<file path="src/rtl/uart_rx_scheduler_if.sv">
// Handshake bundle between the UART receivers, the shared
// word buffer and its downstream consumer.
interface uart_rx_scheduler_if #(
  parameter int CHANNELS    = 4,
  parameter int WIDTH       = 8,
  parameter int BUF_ADDR_SZ = 4
);
  localparam int CW = $clog2(CHANNELS);

  logic [CHANNELS-1:0]            rx_valid;
  logic [CHANNELS-1:0][WIDTH-1:0] rx_word;
  logic [CHANNELS-1:0]            rx_ack;
  logic                           rd_req;
  logic                           rd_valid;
  logic [WIDTH-1:0]               rd_data;
  logic [CW-1:0]                  rd_chan;
  logic [BUF_ADDR_SZ:0]           count;
  logic                           full;
  logic                           empty;
  logic [CHANNELS-1:0]            overflow;
  logic                           clr_overflow;

  modport master (
    output rx_valid, rx_word, rd_req, clr_overflow,
    input  rx_ack, rd_valid, rd_data, rd_chan,
    input  count, full, empty, overflow
  );

  modport slave (
    input  rx_valid, rx_word, rd_req, clr_overflow,
    output rx_ack, rd_valid, rd_data, rd_chan,
    output count, full, empty, overflow
  );
endinterface

</file>
<file path="src/rtl/uart_rx_scheduler.sv">
// Round-robin merge of several UART receivers into one
// circular buffer with a fall-through read port.
module uart_rx_scheduler #(
  parameter int CHANNELS    = 4,
  parameter int WIDTH       = 8,
  parameter int BUF_ADDR_SZ = 4
) (
  input logic                  clk,
  input logic                  rst,
  uart_rx_scheduler_if.slave   bus
);
  localparam int CW    = $clog2(CHANNELS);
  localparam int DEPTH = 2 ** BUF_ADDR_SZ;
  localparam logic [BUF_ADDR_SZ:0] FULL_CNT =
    {1'b1, {BUF_ADDR_SZ{1'b0}}};
  localparam logic [CW:0] NCH = (CW+1)'(CHANNELS);

  logic [BUF_ADDR_SZ-1:0] wr_ptr_q, wr_ptr_d;
  logic [BUF_ADDR_SZ-1:0] rd_ptr_q, rd_ptr_d;
  logic [BUF_ADDR_SZ:0]   count_q, count_d;
  logic [CHANNELS-1:0]    ovf_q, ovf_d;
  logic [CW-1:0]          last_q, last_d;

  logic [CW+WIDTH-1:0] mem_q [DEPTH];

  logic          gnt_vld;
  logic [CW-1:0] gnt_idx;
  logic [CW:0]   arb_sum;
  logic          is_full, is_empty;
  logic          pop, wr, drop;

  assign is_full  = (count_q == FULL_CNT);
  assign is_empty = (count_q == '0);

  // Rotating priority search starting just after the last winner
  always_comb begin
    gnt_vld = 1'b0;
    gnt_idx = '0;
    arb_sum = '0;
    for (int i = 1; i <= CHANNELS; i++) begin
      arb_sum = {1'b0, last_q} + (CW+1)'(i);
      if (arb_sum >= NCH) arb_sum = arb_sum - NCH;
      if (!gnt_vld && bus.rx_valid[arb_sum[CW-1:0]]) begin
        gnt_vld = 1'b1;
        gnt_idx = arb_sum[CW-1:0];
      end
    end
  end

  always_comb begin
    bus.rx_ack = '0;
    if (gnt_vld && !rst) bus.rx_ack[gnt_idx] = 1'b1;
  end

  assign pop  = bus.rd_req && !is_empty;
  assign wr   = gnt_vld && (!is_full || bus.rd_req);
  assign drop = gnt_vld && is_full && !bus.rd_req;

  always_comb begin
    wr_ptr_d = wr_ptr_q;
    rd_ptr_d = rd_ptr_q;
    count_d  = count_q;
    last_d   = last_q;
    ovf_d    = bus.clr_overflow ? '0 : ovf_q;
    if (wr)      wr_ptr_d = wr_ptr_q + 1'b1;
    if (pop)     rd_ptr_d = rd_ptr_q + 1'b1;
    if (gnt_vld) last_d   = gnt_idx;
    if (drop)    ovf_d[gnt_idx] = 1'b1;
    unique case ({wr, pop})
      2'b10:   count_d = count_q + 1'b1;
      2'b01:   count_d = count_q - 1'b1;
      default: count_d = count_q;
    endcase
  end

  always_ff @(posedge clk or posedge rst) begin
    if (rst) begin
      wr_ptr_q <= '0;
      rd_ptr_q <= '0;
      count_q  <= '0;
      ovf_q    <= '0;
      last_q   <= CW'(CHANNELS-1);
    end else begin
      wr_ptr_q <= wr_ptr_d;
      rd_ptr_q <= rd_ptr_d;
      count_q  <= count_d;
      ovf_q    <= ovf_d;
      last_q   <= last_d;
    end
  end

  always_ff @(posedge clk) begin
    if (wr) mem_q[wr_ptr_q] <= {gnt_idx, bus.rx_word[gnt_idx]};
  end

  assign {bus.rd_chan, bus.rd_data} = mem_q[rd_ptr_q];

  assign bus.rd_valid = !is_empty;
  assign bus.count    = count_q;
  assign bus.full     = is_full;
  assign bus.empty    = is_empty;
  assign bus.overflow = ovf_q;
endmodule

</file>
<file path="src/flat_wrapper.sv">
// flat-port wrapper written by rule: the top's interface ports become plain ports
module uart_rx_scheduler_flat 
#(
  parameter int CHANNELS    = 4,
  parameter int WIDTH       = 8,
  parameter int BUF_ADDR_SZ = 4
)
  (clk, rst, bus_rx_valid, bus_rx_word, bus_rd_req, bus_clr_overflow, bus_rx_ack, bus_rd_valid, bus_rd_data, bus_rd_chan, bus_count, bus_full, bus_empty, bus_overflow);
  uart_rx_scheduler_if #(.CHANNELS(CHANNELS), .WIDTH(WIDTH), .BUF_ADDR_SZ(BUF_ADDR_SZ)) bus_i ();
  input logic clk;
  input logic rst;
  input wire logic [$bits(bus_i.rx_valid)-1:0] bus_rx_valid;
  input wire logic [$bits(bus_i.rx_word)-1:0] bus_rx_word;
  input wire logic [$bits(bus_i.rd_req)-1:0] bus_rd_req;
  input wire logic [$bits(bus_i.clr_overflow)-1:0] bus_clr_overflow;
  output wire logic [$bits(bus_i.rx_ack)-1:0] bus_rx_ack;
  output wire logic [$bits(bus_i.rd_valid)-1:0] bus_rd_valid;
  output wire logic [$bits(bus_i.rd_data)-1:0] bus_rd_data;
  output wire logic [$bits(bus_i.rd_chan)-1:0] bus_rd_chan;
  output wire logic [$bits(bus_i.count)-1:0] bus_count;
  output wire logic [$bits(bus_i.full)-1:0] bus_full;
  output wire logic [$bits(bus_i.empty)-1:0] bus_empty;
  output wire logic [$bits(bus_i.overflow)-1:0] bus_overflow;
  assign bus_i.rx_valid = bus_rx_valid;
  assign bus_i.rx_word = bus_rx_word;
  assign bus_i.rd_req = bus_rd_req;
  assign bus_i.clr_overflow = bus_clr_overflow;
  assign bus_rx_ack = bus_i.rx_ack;
  assign bus_rd_valid = bus_i.rd_valid;
  assign bus_rd_data = bus_i.rd_data;
  assign bus_rd_chan = bus_i.rd_chan;
  assign bus_count = bus_i.count;
  assign bus_full = bus_i.full;
  assign bus_empty = bus_i.empty;
  assign bus_overflow = bus_i.overflow;
  uart_rx_scheduler #(.CHANNELS(CHANNELS), .WIDTH(WIDTH), .BUF_ADDR_SZ(BUF_ADDR_SZ)) u_core (.clk(clk), .rst(rst), .bus(bus_i));
endmodule
</file>
<file path="config.mk">
export PLATFORM = sky130hd
export DESIGN_NAME = uart_rx_scheduler_flat
export DESIGN_NICKNAME = d
export VERILOG_FILES = /design/src/rtl/uart_rx_scheduler_if.sv /design/src/rtl/uart_rx_scheduler.sv /design/src/flat_wrapper.sv
export SDC_FILE = /design/constraint.sdc
export NUM_CORES = 1
export LEC_CHECK = 0
export ABC_AREA = 1
export BUFFER_PORTS_ARGS = -buffer_cell sky130_fd_sc_hd__buf_2
export CORE_AREA = 2 2 123 125
export CTS_CLUSTER_DIAMETER = 60
export DETAILED_ROUTE_END_ITERATION = 7
export DIE_AREA = 0 0 125 127
export GPL_ROUTABILITY_DRIVEN = 0
export PLACE_DENSITY = 0.73
export RECOVER_POWER = 50
export SYNTH_ARGS = -nofsm -noshare
export SYNTH_HDL_FRONTEND = slang
export SYNTH_SLANG_ARGS = --single-unit
</file>
<file path="constraint.sdc">
create_clock -name clk -period 4.5 [get_ports clk]
set_input_delay 0.225 -clock clk [delete_from_list [all_inputs] [get_ports clk]]
set_output_delay 0.225 -clock clk [all_outputs]
set_load 0.05 [all_outputs]
</file>
# Word-level counts from Yosys, hierarchy flattened

Memory sizes are Yosys's and may differ from the RTL's.
Cells that the tools add are included.
Widths: inputs -> output; s select.

Reduce and logical (&&, ||, !) cells: 19
Mux-type cells: 30
Bitwise operators: 1
Add/sub/neg operators: 12
Eq/ne operators: 3
Magnitude comparators: 10

Operators with widths:

| cell                | number |
|---|---|
| $bmux 8 s2          | 1 |
| $mux 2              | 8 |
| $lt 2x3->1 const B  | 5 |
| $ge 3x3->1 const B  | 4 |
| $mux 4              | 3 |
| $mux 1              | 11 |
| $pmux 5 s2          | 1 |
| $logic_and 1x1->1   | 9 |
| $add 4x1->4 const B | 2 |
| $bmux 1 s2          | 4 |
| $mux 8              | 1 |
| $sub 2x1->2 const B | 4 |
| $logic_not 1->1     | 7 |
| $add 2x2->3 const B | 2 |
| $add 5x1->5 const B | 1 |
| $eq 5x5->1 const B  | 1 |
| $logic_not 5->1     | 1 |
| $sub 5x1->5 const B | 1 |
| $or 4x4->4          | 1 |
| $add 2x1->3 const B | 1 |
| $add 2x3->3 const B | 1 |
| $demux 1 s2         | 1 |
| $eq 2x1->1 const B  | 1 |
| $eq 2x2->1 const B  | 1 |
| 3 further kinds     | 3 |

Memories kept: 1
RAM bits: 160
Output and inout port bits: 26
Register bits: 19

Memories:

| name         | depth | width | read ports | clocked after Yosys merged registers in | wr ports | RTL line                | source |
|---|---|---|---|---|---|---|---|
| u_core.mem_q | 16    | 10    | 1          | 0                                       | 1        | uart_rx_scheduler.sv:24 | `logic [CW+WIDTH-1:0] mem_q [DEPTH];` |

# Logic depth before layout (Yosys ltp)

Gate-level depths: netlist of the first run.

Depth in word-level cells: 21
Gate-level depth with buffers: 19
Depth with buffers taken out: 19

# Least setup slack after synthesis of the first run

Ideal clock, no wire load.

Kind: reg-to-reg
Start: reg u_core.count_q[0], in the netlist u_core.bus.count[0]
End: reg u_core.count_q[4], in the netlist u_core.bus.count[4]
Data required time: 4355 ps
Path slack: 910 ps
Period minus slack after synthesis: 3590 ps
Arrival time: 3445 ps
Stages on the path, launching flop included: 16
Cells stage by stage: dfrtp_1 -> inv_1 -> nand4_1 -> nor2_1 -> inv_1 -> nand2_1 -> inv_1 -> ha_1 -> ha_1 -> a21oi_1 -> nor2_1 -> nor2_1 -> nand2_1 -> nand2_1 -> nor2_1 -> xor2_1

RTL lines:

| item                                            | RTL line                | source |
|---|---|---|
| from (decl)                                     | uart_rx_scheduler.sv:20 | `logic [BUF_ADDR_SZ:0] count_q, count_d;` |
| from (signal assigned)                          | uart_rx_scheduler.sv:86 | `count_q <= count_d;` |
| $logic_not 5->1 *                               | uart_rx_scheduler.sv:33 | `assign is_empty = (count_q == '0);` |
| via bus_empty                                   | flat_wrapper.sv:22      | `output wire logic [$bits(bus_i.empty)-1:0] bus_empty;` |
| $logic_not 1->1 *                               | --                      |  |
| via bus_rd_valid                                | flat_wrapper.sv:17      | `output wire logic [$bits(bus_i.rd_valid)-1:0] bus_rd_valid;` |
| $logic_and 1x1->1 *                             | uart_rx_scheduler.sv:55 | `assign pop = bus.rd_req && !is_empty;` |
| via u_core.pop                                  | uart_rx_scheduler.sv:30 | `logic pop, wr, drop;` |
| $eq 2x1->1 or $eq 2x2->1 (tied branches)        | uart_rx_scheduler.sv:69 | `unique case ({wr, pop})` |
| $pmux 5 s2 or $reduce_bool 2->1 (tied branches) | --                      |  |

Mark *: on every way through the listed nets, which the timed path passes. The rest lies on a longest branch.
A chain may end at the register's enable or synchronous reset.

# Worst setup path after layout of the first run

Start: reg u_core.last_q[0]
End: mem u_core.mem_q[3][0] in the netlist's numbering, data pin

Cells in the longest elaborated chain, start to end: 17

RTL lines:

| item                                      | RTL line                | source |
|---|---|---|
| from (decl)                               | uart_rx_scheduler.sv:22 | `logic [CW-1:0] last_q, last_d;` |
| from (signal assigned)                    | uart_rx_scheduler.sv:82 | `last_q <= CW'(CHANNELS-1);` |
| from (signal assigned)                    | uart_rx_scheduler.sv:88 | `last_q <= last_d;` |
| $add 2x1->3                               | uart_rx_scheduler.sv:41 | `arb_sum = {1'b0, last_q} + (CW+1)'(i);` |
| $ge 3x3->1 or $sub 2x1->2 (tied branches) | uart_rx_scheduler.sv:42 | `if (arb_sum >= NCH) arb_sum = arb_sum - NCH;` |
| $mux 2                                    | uart_rx_scheduler.sv:42 |  |
| $bmux 1 s2                                | uart_rx_scheduler.sv:43 | `if (!gnt_vld && bus.rx_valid[arb_sum[CW-1:0]]) begin` |
| $mux 1 (implied by the code)              | uart_rx_scheduler.sv:43 |  |
| $mux 1                                    | uart_rx_scheduler.sv:43 |  |
| $logic_not 1->1                           | uart_rx_scheduler.sv:43 |  |
| $logic_and 1x1->1                         | uart_rx_scheduler.sv:43 |  |
| $mux 1                                    | uart_rx_scheduler.sv:43 |  |
| $logic_not 1->1                           | uart_rx_scheduler.sv:43 |  |
| $logic_and 1x1->1                         | uart_rx_scheduler.sv:43 |  |
| $mux 1                                    | uart_rx_scheduler.sv:43 |  |
| $logic_not 1->1                           | uart_rx_scheduler.sv:43 |  |
| $logic_and 1x1->1                         | uart_rx_scheduler.sv:43 |  |
| $mux 2 *                                  | uart_rx_scheduler.sv:43 |  |
| $bmux 8 s2 *                              | uart_rx_scheduler.sv:93 | `if (wr) mem_q[wr_ptr_q] <= {gnt_idx, bus.rx_word[gnt_idx]};` |
| $mux 8 (implied by the code) *            | uart_rx_scheduler.sv:93 |  |
| to (decl)                                 | uart_rx_scheduler.sv:24 |  |

Every way passes the cells marked *; elsewhere a longest branch is shown, timed or not. The select of a mux whose other input is x is not followed.

==> results of run 1 <==
[kinds of logic (layout without fill, tap and decap cells)]
kind of cell | count (synthesis) | in the layout | share of synthesized area, %
simple gates | 285 | 285 | 15.5
flops | 179 | 179 | 67.2
compound gates | 141 | 141 | 10.9
buf+inv | 72 | 137 | 3.79
fa+ha+maj | 10 | 10 | 1.69
xor+xnor | 8 | 8 | 0.891
[worst reg2reg max path, cell delays in order (launching register included)]
cell     delay, ns
dfstp_1       0.61
inv_1         0.22
nand2_1       0.16
nand2_2       0.06
nand2_1       0.07
nand2_1       0.09
nor2_4        0.15
nand2_1       0.09
nor2_1        0.09
nand2_1       0.06
nand2_1       0.66
inv_1         0.38
nand2_1       0.15
nand2_1       0.35
[metrics by stage]
step | area, sq um | utilization (%) | cells
after floorplan | 7860 | - | 695
after global placement | 8280 | 57.4 | 911
after detailed placement | 8280 | 57.4 | 911
after CTS | 8930 | 61.9 | 944
after global routing | 8900 | 61.7 | 944
final | 8900 | 61.7 | 944
[routing by layer]
layer	up-vias	global-route usage, %
li1	2576	-
met3	37	5.49
met1	2716	31.6
met2	288	37.4
met5	-	0
met4	0	9.48
[worst paths after layout]
kind / from / end / slack [ns]
worst max-delay path: u_core.last_q[0] / u_core.mem_q[3][0] / 0.97
worst min-delay path: bus_clr_overflow / u_core.bus.overflow[1] / 0.09
worst max register to register: u_core.last_q[0] / u_core.mem_q[3][0] / 0.97
worst min register to register: u_core.bus.overflow[1] / u_core.bus.overflow[1] / 0.50
max in group asynchronous: rst / u_core.rd_ptr_q[0] / 3.41
min in group asynchronous: rst / u_core.bus.count[3] / 0.51
[area by class of cell]
type	instances	area, sq um	area share (%)
Sequential cell	179	5280	59.4
Clock inverter	15	209	2.35
Inverter	35	131	1.48
Clock buffer	17	425	4.78
Multi-Input combinational cell	444	2270	25.5
Tap cell	184	230	2.59
Timing Repair Buffer	70	348	3.91
[sequential cells by signal (all words and copies together) (netlist names)]
| signal | cells |
|---|---|
| u_core.bus.count | 5 |
| u_core.bus.overflow | 4 |
| u_core.last_q | 2 |
| u_core.rd_ptr_q | 4 |
| u_core.mem_q | 160 |
| u_core.wr_ptr_q | 4 |
[cells in the mapped netlist (4+ instances only)]
| cell type | number |
|---|---|
| edfxtp_1 | 160 |
| dfrtp_1 | 17 |
| o21ai_0 | 89 |
| o22ai_1 | 4 |
| inv_1 | 30 |
| o211ai_1 | 4 |
| nand2_1 | 111 |
| inv_2 | 5 |
| nand3_1 | 38 |
| ha_1 | 9 |
| clkbuf_1 | 31 |
| o221ai_1 | 36 |
| xor2_1 | 7 |
| nand2_2 | 19 |
| nor2_1 | 107 |
| a21oi_1 | 5 |
==> results.py, run 1 <==
metrics = {
    "yosys": {
        "ys_seq_elements": 179,
        "synth_area_leaders": "edfxtp_1 61%, o21ai_0 5.7%, dfrtp_1 5.4%, nand2_1 5.3%, nor2_1 5.1%",
        "synth_top_cell_area_share_pct": 61.1,
        "yosysWarnings": 0,
        "synth_area_per_cell_sq_um": 11.3,
        "yosys_most_used_dff": "edfxtp_1",
        "syn_area_sq_mm": 0.00786,
        "syn-num-nets": 745,
        "synth-edff-count": 160,
        "ys_async_sr_fraction_pct": 10.6,
        "synth_cells": 695,
        "ys_types": 29,
        "yosys.area.top_type": "edfxtp_1",
        "yosysSeqAreaShare_pct": 67.2,
    },
    "setup_path": {
        "cpPeakStageDelay_ns": 0.66,
        "cp_slowest_cell": "nand2_1",
        "cp_data_arrival_time_ns": 3.56,
        "crit_path_end_kind": "register",
        "cp-start-kind": "register",
        "crit_buf_inv": 2,
        "reg2reg_depth": 13,
        "crit_type": "reg2reg",
        "cp_max_fo": 29,
        "cpMostUsedCell": "nand2_1",
        "crit_family": "simple AND/OR/NAND/NOR gates",
        "path_cells": "inv_1, nand2_1, nand2_2, nand2_1, nand2_1, nor2_4, nand2_1, nor2_1, nand2_1, nand2_1, inv_1, nand2_1, nand2_1",
        "critPathRequiredTime_ns": 4.53,
        "worst-path-stages": 13,
    },
    "clock_tree": {
        "clkLatencyLatePin_ns": 0.43,
        "clockBufferDepth": 2,
        "post_cts_buffers": 0,
        "hold_buffers": 1,
        "clkTransAtPathRegs_ns": 0.06,
        "htreeDepth": 4,
        "cts_tree": "built",
        "root_buffer": "clkbuf_16",
        "cts_buffers": 17,
        "clock_sinks": 179,
        "cts_resized": 0,
    },
    "place": {
        "pre_cts_slack_ns": 1.50,
        "hpwlAfterDp_um": 11000,
        "io_buffers": 65,
    },
    "floorplanning": {
        "coreArea_sq_mm": 0.0144,
        "die_area_sq_mm": 0.0159,
        "start_util_pct": 54.5,
        "io_pins": 66,
        "die_y_um": 127,
        "fp-row-count": 44,
        "fp.dieW_um": 125,
    },
    "detailed_routing": {
        "top_layer_used": "met4",
        "drc": 0,
        "drt-initial-drc-count": 688,
        "wl_met2_um": 8720,
        "vias": 5617,
        "via_per_inst": 5.95,
        "dr.pass1.iters": 5,
        "wl_um": 18100,
        "wl_per_cell_um": 19.2,
        "wl_met1_um": 7680,
        "ant_nets": 0,
        "wl_met3_um": 1340,
    },
    "grt": {
        "grt_usage_pct": 23.4,
        "grt_max_degree": 83,
        "globalRouteOverflowTotal": 0,
        "grt_pass1_wl_um": 28600,
        "grt_pass1_vias": 5449,
        "antenna_found_initial": 0,
    },
    "sta": {
        "setup_tns_ns": 0,
        "hold_ws_ns": 0.0888,
        "tightest_slew_ns": 1.57,
        "fmax_mhz": 283,
        "rsz0062_at_grt": "no",
        "hold_viol": 0,
        "layout_min_cycle_time_ns": 3.53,
        "max_slew_margin_pct": -4.50,
        "maxSlewViolCount": 83,
        "setup_violations": 0,
        "skew_ns": 0.0120,
        "setup_ws_ns": 0.968,
        "timing.final.crit_share_pct": 78.5,
    },
    "run": {
        "drv_cap": 1,
    },
    "final_layout": {
        "mostFrequentLayoutCells": "160 x edfxtp_1, 114 x nand2_1, 107 x nor2_1",
        "num_antenna_cells": 0,
        "drive_gt1_share_pct": 14.6,
        "syn2layout_area_growth_pct": 13.2,
        "final_nets": 797,
        "fillCellCount": 1125,
        "final_common_cell": "edfxtp_1",
    },
    "status": {
        "violations": "max-capacitance violations, max-slew violations",
        "status": "finished, violations left",
    },
    "min_path": {
        "hp-class": "in2reg",
        "holdPathStages": 4,
    },
}
Power of run 1 is not shown: default switching activity piles up to over one toggle a cycle in this logic, so the estimate is an artifact.
==> run 2, diff against run 1 <==
Clock period 4.5 ns to 3.55 ns, I/O delays scaled along.
==> results.py, run 2 (synthesis gave the netlist of run 1 again) <==
metrics = {
    "setup_path": {
        "worst-path-stages": 13,
        "cpPeakStageDelay_ns": 0.59,
        "cp_max_fo": 36,
        "cp_slowest_cell": "dfstp_2",
        "crit_buf_inv": 3,
        "crit_type": "reg2out",
        "reg2reg_depth": 13,
        "cpMostUsedCell": "nand2_1",
        "crit_family": "simple AND/OR/NAND/NOR gates",
        "crit_path_end_kind": "output port",
        "r2r_slack_ns": 0.34,
        "critPathRequiredTime_ns": 3.37,
        "cp_data_arrival_time_ns": 3.09,
        "cp-start-kind": "register",
        "path_cells": "inv_2, nand2_1, nand2_1, nand2_1, nand2_1, nand2_1, nand2_2, nand2_2, nand2_4, inv_2, nand2_1, nor2_1, buf_2",
    },
    "clock_tree": {
        "root_buffer": "clkbuf_16",
        "clockBufferDepth": 2,
        "clkTransAtPathRegs_ns": 0.07,
        "clock_sinks": 179,
        "cts_tree": "built",
        "cts_buffers": 17,
        "htreeDepth": 4,
        "cts_resized": 0,
        "clkLatencyLatePin_ns": 0.43,
    },
    "min_path": {
        "hp-class": "in2reg",
        "holdPathStages": 4,
    },
    "grt": {
        "grt_usage_pct": 24.0,
        "use_met3_pct": 3.98,
        "grt_pass1_wl_um": 29400,
        "grt_max_degree": 83,
        "globalRouteOverflowTotal": 0,
        "met2_usage_pct": 40.5,
        "top_usage_layer": "met2",
        "met1_usage_pct": 31.7,
        "antenna_found_initial": 0,
        "grt_pass1_vias": 5620,
    },
    "final_layout": {
        "final_nets": 812,
        "final_common_cell": "edfxtp_1",
        "mostFrequentLayoutCells": "160 x edfxtp_1, 111 x nand2_1, 106 x nor2_1",
        "syn2layout_area_growth_pct": 13.9,
        "largest_reg_flops": 160,
        "drive_gt1_share_pct": 16.0,
        "fin_util_pct": 62.1,
        "fillCellCount": 1120,
        "final_cells": 959,
        "num_antenna_cells": 0,
        "largest-register": "u_core.mem_q",
    },
    "sta": {
        "setup_violations": 0,
        "max_slew_margin_pct": 31.6,
        "maxSlewViolCount": 0,
        "tightest_slew_ns": 1.02,
        "setup_tns_ns": 0,
        "skew_ns": 0.00850,
        "rsz0062_at_grt": "no",
        "fmax_mhz": 306,
        "hold_viol": 0,
        "layout_min_cycle_time_ns": 3.27,
        "timing.final.crit_share_pct": 92.1,
    },
    "detailed_routing": {
        "vias": 5594,
        "wl_um": 18200,
        "dr.pass1.iters": 5,
        "drc": 0,
        "ant_nets": 0,
        "drt-initial-drc-count": 575,
        "via_per_inst": 5.83,
        "wl_per_cell_um": 19.0,
    },
    "floorplanning": {
        "coreArea_sq_mm": 0.0144,
        "fp-row-count": 44,
        "fp.dieW_um": 125,
        "die_y_um": 127,
        "die_area_sq_mm": 0.0159,
        "start_util_pct": 54.5,
        "io_pins": 66,
    },
    "place": {
        "dp_cells": 926,
        "io_buffers": 65,
        "hpwlAfterDp_um": 11500,
    },
    "status": {
        "status": "complete, no violations",
    },
    "run": {
        "drv_cap": 0,
    },
}
## run 2: cell types whose count changed in the layout (fill, tap and decap cells not counted), sizes merged
cell      before  now
buf           56   61
bufinv         5    3
clkbuf        30   40
clkinv         6    4
clkinvlp       1    3
inv           38   40
## run 2: per-layer routing
metal / vias up / part of all wire [%]
li1: 2607 / -
met3: 34 / 5.5
met5: - / 0
met2: 225 / 49
met1: 2728 / 44
met4: 0 / 2.0
## run 2: path summary, 6_finish.rpt
check,start,end
setup / recovery,u_core.last_q[0],bus_rx_ack[2]
min in group asynchronous,rst,u_core.bus.overflow[2]
hold reg to reg,u_core.bus.overflow[0],u_core.bus.overflow[0]
hold / removal,bus_clr_overflow,u_core.bus.overflow[0]
setup reg to reg,u_core.last_q[0],u_core.mem_q[15][5]
max in group asynchronous,rst,u_core.rd_ptr_q[0]
## run 2: worst reg2reg max path: stages, from the launching register on
cell	delay (ns)
dfstp_2	0.59
inv_2	0.12
nand2_1	0.11
nand2_1	0.11
nand2_1	0.12
nand2_1	0.11
inv_1	0.12
nand2_1	0.08
nor2_1	0.12
nand2_1	0.08
nand2_2	0.41
inv_1	0.32
nand2_1	0.14
nand2_1	0.36
## run 2: what timing repair did
action                                  4_1_cts  5_1_grt
endpoints found under the setup margin        0        0
setup buffers                                 0        0
hold buffers                                  1        0
endpoints found under the hold margin        17        0
## run 2: through the flow
step	cell area (sq um)	hold slack (ns)	setup WS, ns
2_1_floorplan	7860	0.136	0.287
4_1_cts	9010	0.0262	0.372
6_report	8950	0.0404	0.279
3_3_place_gp	8400	0.368	0.798
3_5_place_dp	8400	0.378	0.517
5_1_grt	8950	0.0591	0.0583
## run 2: area by class of cell
type                            count  area [sq um]  share of cell area (%)
Sequential cell                   179          5280                    59.0
Multi-Input combinational cell    444          2280                    25.5
Clock buffer                       17           425                    4.75
Timing Repair Buffer               85           422                    4.71
Tap cell                          184           230                    2.57
Clock inverter                     15           178                    1.98
Inverter                           35           131                    1.47
Power of run 2 is left out for the same reason.
